## src/rtl/audio_codec_feeder.sv

```systemverilog
// audio_codec_feeder: attenuates/mutes mixed game audio samples, buffers them
// in a small FIFO and drains it into the DE1-SoC audio controller, writing the
// same sample to both channels. Flags dropped samples and drained-dry events.
module audio_codec_feeder #(
    parameter int WIDTH       = 32,
    parameter int DEPTH       = 8,
    parameter int PRIME_LEVEL = 4
) (
    input  logic                     CLOCK_50,
    input  logic                     resetn,
    input  logic [WIDTH-1:0]         sample_in,
    input  logic                     sample_valid,
    input  logic [1:0]               volume_shift,
    input  logic                     mute,
    input  logic                     audio_out_allowed,
    input  logic                     clear_flags,
    output logic                     write_audio_out,
    output logic [WIDTH-1:0]         left_channel_audio_out,
    output logic [WIDTH-1:0]         right_channel_audio_out,
    output logic [$clog2(DEPTH):0]   fifo_level,
    output logic                     overflow,
    output logic                     underrun
);

    localparam int AW = $clog2(DEPTH);
    localparam logic [AW:0] FULL_LEVEL  = (AW+1)'(DEPTH);
    localparam logic [AW:0] PRIME_LVL   = (AW+1)'(PRIME_LEVEL);
    localparam logic [AW:0] ONE_LEVEL   = (AW+1)'(1);
    localparam logic [AW-1:0] ONE_PTR   = AW'(1);

    localparam logic ST_PRIME = 1'b0;
    localparam logic ST_RUN   = 1'b1;

    logic [WIDTH-1:0] mem_q [DEPTH];
    logic [AW-1:0]    rdPtr_q, rdPtr_d;
    logic [AW-1:0]    wrPtr_q, wrPtr_d;
    logic [AW:0]      level_q, level_d;
    logic             state_q, state_d;
    logic             write_q, write_d;
    logic [WIDTH-1:0] chan_q, chan_d;
    logic             overflow_q, overflow_d;
    logic             underrun_q, underrun_d;

    logic             fifoEmpty;
    logic             fifoFull;
    logic             doPop;
    logic             doPush;
    logic             overflowEvent;
    logic             underrunEvent;
    logic signed [WIDTH-1:0] shiftedSample;
    logic [WIDTH-1:0] pushData;

    assign fifoEmpty = (level_q == '0);
    assign fifoFull  = (level_q == FULL_LEVEL);

    // A pop frees a slot in the same cycle, so a push to a full FIFO that
    // coincides with a pop is still accepted.
    assign doPop         = (state_q == ST_RUN) && audio_out_allowed && !fifoEmpty;
    assign underrunEvent = (state_q == ST_RUN) && audio_out_allowed && fifoEmpty;
    assign doPush        = sample_valid && (!fifoFull || doPop);
    assign overflowEvent = sample_valid && fifoFull && !doPop;

    assign shiftedSample = $signed(sample_in) >>> volume_shift;
    assign pushData      = mute ? '0 : shiftedSample;

    // Next-state logic for pointers, occupancy, drain state, outputs and flags.
    always_comb begin
        rdPtr_d    = rdPtr_q;
        wrPtr_d    = wrPtr_q;
        level_d    = level_q;
        state_d    = state_q;
        write_d    = doPop;
        chan_d     = chan_q;
        overflow_d = overflow_q;
        underrun_d = underrun_q;

        if (doPop) begin
            rdPtr_d = rdPtr_q + ONE_PTR;
            chan_d  = mem_q[rdPtr_q];
        end
        if (doPush) begin
            wrPtr_d = wrPtr_q + ONE_PTR;
        end
        case ({doPush, doPop})
            2'b10:   level_d = level_q + ONE_LEVEL;
            2'b01:   level_d = level_q - ONE_LEVEL;
            default: level_d = level_q;
        endcase

        case (state_q)
            ST_PRIME: if (level_q >= PRIME_LVL) state_d = ST_RUN;
            default:  if (underrunEvent)        state_d = ST_PRIME;
        endcase

        if (clear_flags) begin
            overflow_d = 1'b0;
            underrun_d = 1'b0;
        end
        if (overflowEvent) overflow_d = 1'b1;
        if (underrunEvent) underrun_d = 1'b1;
    end

    // Sample storage; contents need no reset because the pointers gate them.
    always_ff @(posedge CLOCK_50) begin
        if (doPush) begin
            mem_q[wrPtr_q] <= pushData;
        end
    end

    // Control and output registers with synchronous active-low reset.
    always_ff @(posedge CLOCK_50) begin
        if (!resetn) begin
            rdPtr_q    <= '0;
            wrPtr_q    <= '0;
            level_q    <= '0;
            state_q    <= ST_PRIME;
            write_q    <= 1'b0;
            chan_q     <= '0;
            overflow_q <= 1'b0;
            underrun_q <= 1'b0;
        end else begin
            rdPtr_q    <= rdPtr_d;
            wrPtr_q    <= wrPtr_d;
            level_q    <= level_d;
            state_q    <= state_d;
            write_q    <= write_d;
            chan_q     <= chan_d;
            overflow_q <= overflow_d;
            underrun_q <= underrun_d;
        end
    end

    assign write_audio_out         = write_q;
    assign left_channel_audio_out  = chan_q;
    assign right_channel_audio_out = chan_q;
    assign fifo_level              = level_q;
    assign overflow                = overflow_q;
    assign underrun                = underrun_q;

endmodule

```

## config.mk

```make
export PLATFORM = sky130hd
export DESIGN_NAME = audio_codec_feeder
export DESIGN_NICKNAME = d
export VERILOG_FILES = /design/src/rtl/audio_codec_feeder.sv
export SDC_FILE = /design/constraint.sdc
export NUM_CORES = 1
export LEC_CHECK = 0
export BUFFER_PORTS_ARGS = -buffer_cell sky130_fd_sc_hd__buf_2
export CORE_MARGIN = 1.5
export CORE_UTILIZATION = 59
export CTS_BUF_LIST = sky130_fd_sc_hd__clkbuf_16
export CTS_CLUSTER_DIAMETER = 120
export CTS_CLUSTER_SIZE = 28
export DETAILED_ROUTE_END_ITERATION = 8
export GPL_TIMING_DRIVEN = 0
export HOLD_SLACK_MARGIN = 0.15
export PLACE_DENSITY = 0.9
export SKIP_CTS_REPAIR_TIMING = 1
export SLEW_MARGIN = 20
export SYNTH_ARGS = -nofsm -noshare
export SYNTH_HDL_FRONTEND = slang
export SYNTH_SLANG_ARGS = --single-unit
```

## constraint.sdc

```tcl
create_clock -name CLOCK_50 -period 4.76 [get_ports CLOCK_50]
set_input_delay 0.714 -clock CLOCK_50 [delete_from_list [all_inputs] [get_ports CLOCK_50]]
set_output_delay 0.714 -clock CLOCK_50 [all_outputs]
set_load 0.05 [all_outputs]
```

==> run metrics <==
DR WL/cell 25.6 microns; global-route wire length before repair ~42 mm; Port Buffers between 100 and 150; FILL cells between 1000 and 1500; Slew headroom 0.448; area leader, netlist edfxtp_1; Detailed Place HPWL roughly 19 mm; Detailed Route Iter0 Violations ~870; Pleak approximately 5 nW; MaxCap Viol Count 0; register area 8610 sq um; Worst-Margin Slew approximately 0.83 ns; RSZ-0062 raised after global routing no; Non-Filler Instances 1105; Final ANT Viol Nets 0; Die Y approximately 150 microns; largest net degree at the start of global routing 30; type of the tightest min-delay check input port to flip-flop; Setup crit end kind flip-flop; core footprint slightly above 20000 sq um; final worst path period need 2.96 ns; status finished, final reports clean; routability cong. around 0.76; Setup TNS Final 0 ns; Synth area leaders edfxtp_1 (62%), mux4_2 (17%), dfxtp_1 (7.4%); initial antenna violation count 1; DP Cell Count about 1100; cts bufs inserted 14; Multi-input gate area around 3400 sq um; die width approximately 150 microns; Post-synth EDFFs about 260; CP Class flip-flop to flip-flop; Fin Clk Skew ~0.017 ns; Mapped Cells 679; layout cells sized above 1 0.366; Hold Fails Final Rpt 0; Cell Pwr Density 333 nW/um^2; ys async rst share 0; crit start category flip-flop; vias in the first global route around 7000; Rows 52; most frequent cells after synthesis edfxtp_1 (256), mux4_2 (93), dfxtp_1 (46); TritonRoute pass-1 iters 5; Syn-to-layout area delta 12.9%; clock slew at reported path FFs about 0.11 ns; H-tree depth 1; highest clock rate around 340 MHz; vias per cell between 6 and 7; CP required a little over 5 ns; most frequent cell after synthesis edfxtp_1; GR Overflow Total 0; CTS root buffer clkbuf_16; clk buf depth 3; initial core utilization 0.607; Hold WS 0.497 ns; fin. max-slew vios 0; VDD IR-drop max between 200 and 250 uV; crit path max fanout 11; CTS tree yes; final worst-path cycle share 0.623; syn nets just over 700; DR vias ~7100; I/O pin cnt about 110; clk_lat worst skew around 0.49 ns; Synth top area share 0.620; WP data arrival 3.40 ns; Final nets 870; Cell Area, Synth approximately 12000 sq um; die area approximately 22000 sq um; synthesized area per cell 18.2 sq um; Post-synth top flop edfxtp_1; final setup fails 0; sequential element share of the synthesized area 0.695; Routed WL between 20 and 30 mm; Yosys cell types 36; post-synthesis register bit count 302; DRC viols 0; Syn. warnings 0; clock sink total approximately 300; Overall Global Routing Usage 0.265
==> critical path, cell delays in order (launching register included) <==
cell and delay [ns]:
dfxtp_1 0.56, nor4_4 0.09, nor2_2 0.35, clkbuf_1 0.53, ha_1 0.38, xor2_1 0.10
ha_1 0.18, a21oi_1 0.15, xor2_1 0.09, or3_1 0.30, a21boi_0 0.16
==> path summary, 6_finish.rpt <==
kind                            slack, ns                         end                       start  cells after the start
worst max register to register       1.80               fifo_level[2]               fifo_level[2]                     10
worst max-delay path                 1.80               fifo_level[2]               fifo_level[2]                     10
worst min register to register       0.54  left_channel_audio_out[11]  left_channel_audio_out[11]                      2
worst min-delay path                 0.50               fifo_level[3]                      resetn                      3
==> metrics by stage <==
| step | power (W) | cell area (sq um) | utilization | setup WS (ns) |
|---|---|---|---|---|
| final | 0.00465 | 14000 | 0.685 | 1.80 |
| after global routing | 0.00477 | 14000 | 0.684 | 1.61 |
| after CTS | 0.00466 | 14000 | 0.684 | 1.83 |
| after detailed placement | 0.00335 | 13600 | 0.664 | 1.56 |
| after global placement | 0.00332 | 13300 | 0.649 | -1.40 |
| after floorplan | 0.00323 | 12400 | - | 0.768 |
==> placed cells by master, fill, tap and decap left out, drive strengths merged, types with 2 or more instances in the layout <==
master  instances
edfxtp        256
ha              5
mux2i           3
xor2            3
xnor2           4
nor3            4
nand2           9
inv            11
dfxtp          46
mux4           93
nand3           4
nand2b          2
and2            8
nor2b          32
buf           182
a21boi          3
nor2           40
or3             4
diode           2
o22ai          34
a21oi           4
o21ai          38
o31ai           2
clkbuf         37
==> layer usage <==
| metal | routed length, microns | track usage |
|---|---|---|
| met1 | 10300 | 0.363 |
| met2 | 14400 | 0.442 |
| met3 | 2850 | 0.0410 |
| met4 | 807 | 0.0896 |
| met5 | 0 | 0 |
==> report_power, final <==
group | internal [W] | leakage (nW) | switching (W) | total [W]
Sequential | 0.00295 | 2.74 | 0.0000236 | 0.00297
Combinational | 0.000131 | 1.97 | 0.000194 | 0.000325
Clock | 0.000581 | 0.232 | 0.000777 | 0.00136
Total | 0.00366 | 4.94 | 0.000994 | 0.00465
==> sequential cells by signal, summed over array words and instances, names as in the netlist <==
signal,cells
rdPtr_q,3
wrPtr_q,3
left_channel_audio_out,32
mem_q,256
fifo_level,4
state_q,1
overflow,1
underrun,1
write_audio_out,1
==> cells by family after synthesis <==
family	synth area share
xor+xnor	0.00495
buf+inv	0.0373
fa+ha+maj	0.00505
flops	0.695
compound gates	0.0389
mux	0.171
simple gates	0.0477
==> final cells by class <==
type                    instances  area share
repair buffers                130      0.0564
multi-input cells             300       0.241
inverters                       3    0.000805
well taps                     270      0.0242
clock buffers                  15      0.0268
clock inverters                 9     0.00277
flip-flops and latches        302       0.615
diodes                          2    0.000358
plain buffers                  74      0.0322
No activity file was read; power rests on OpenSTA's default activity.
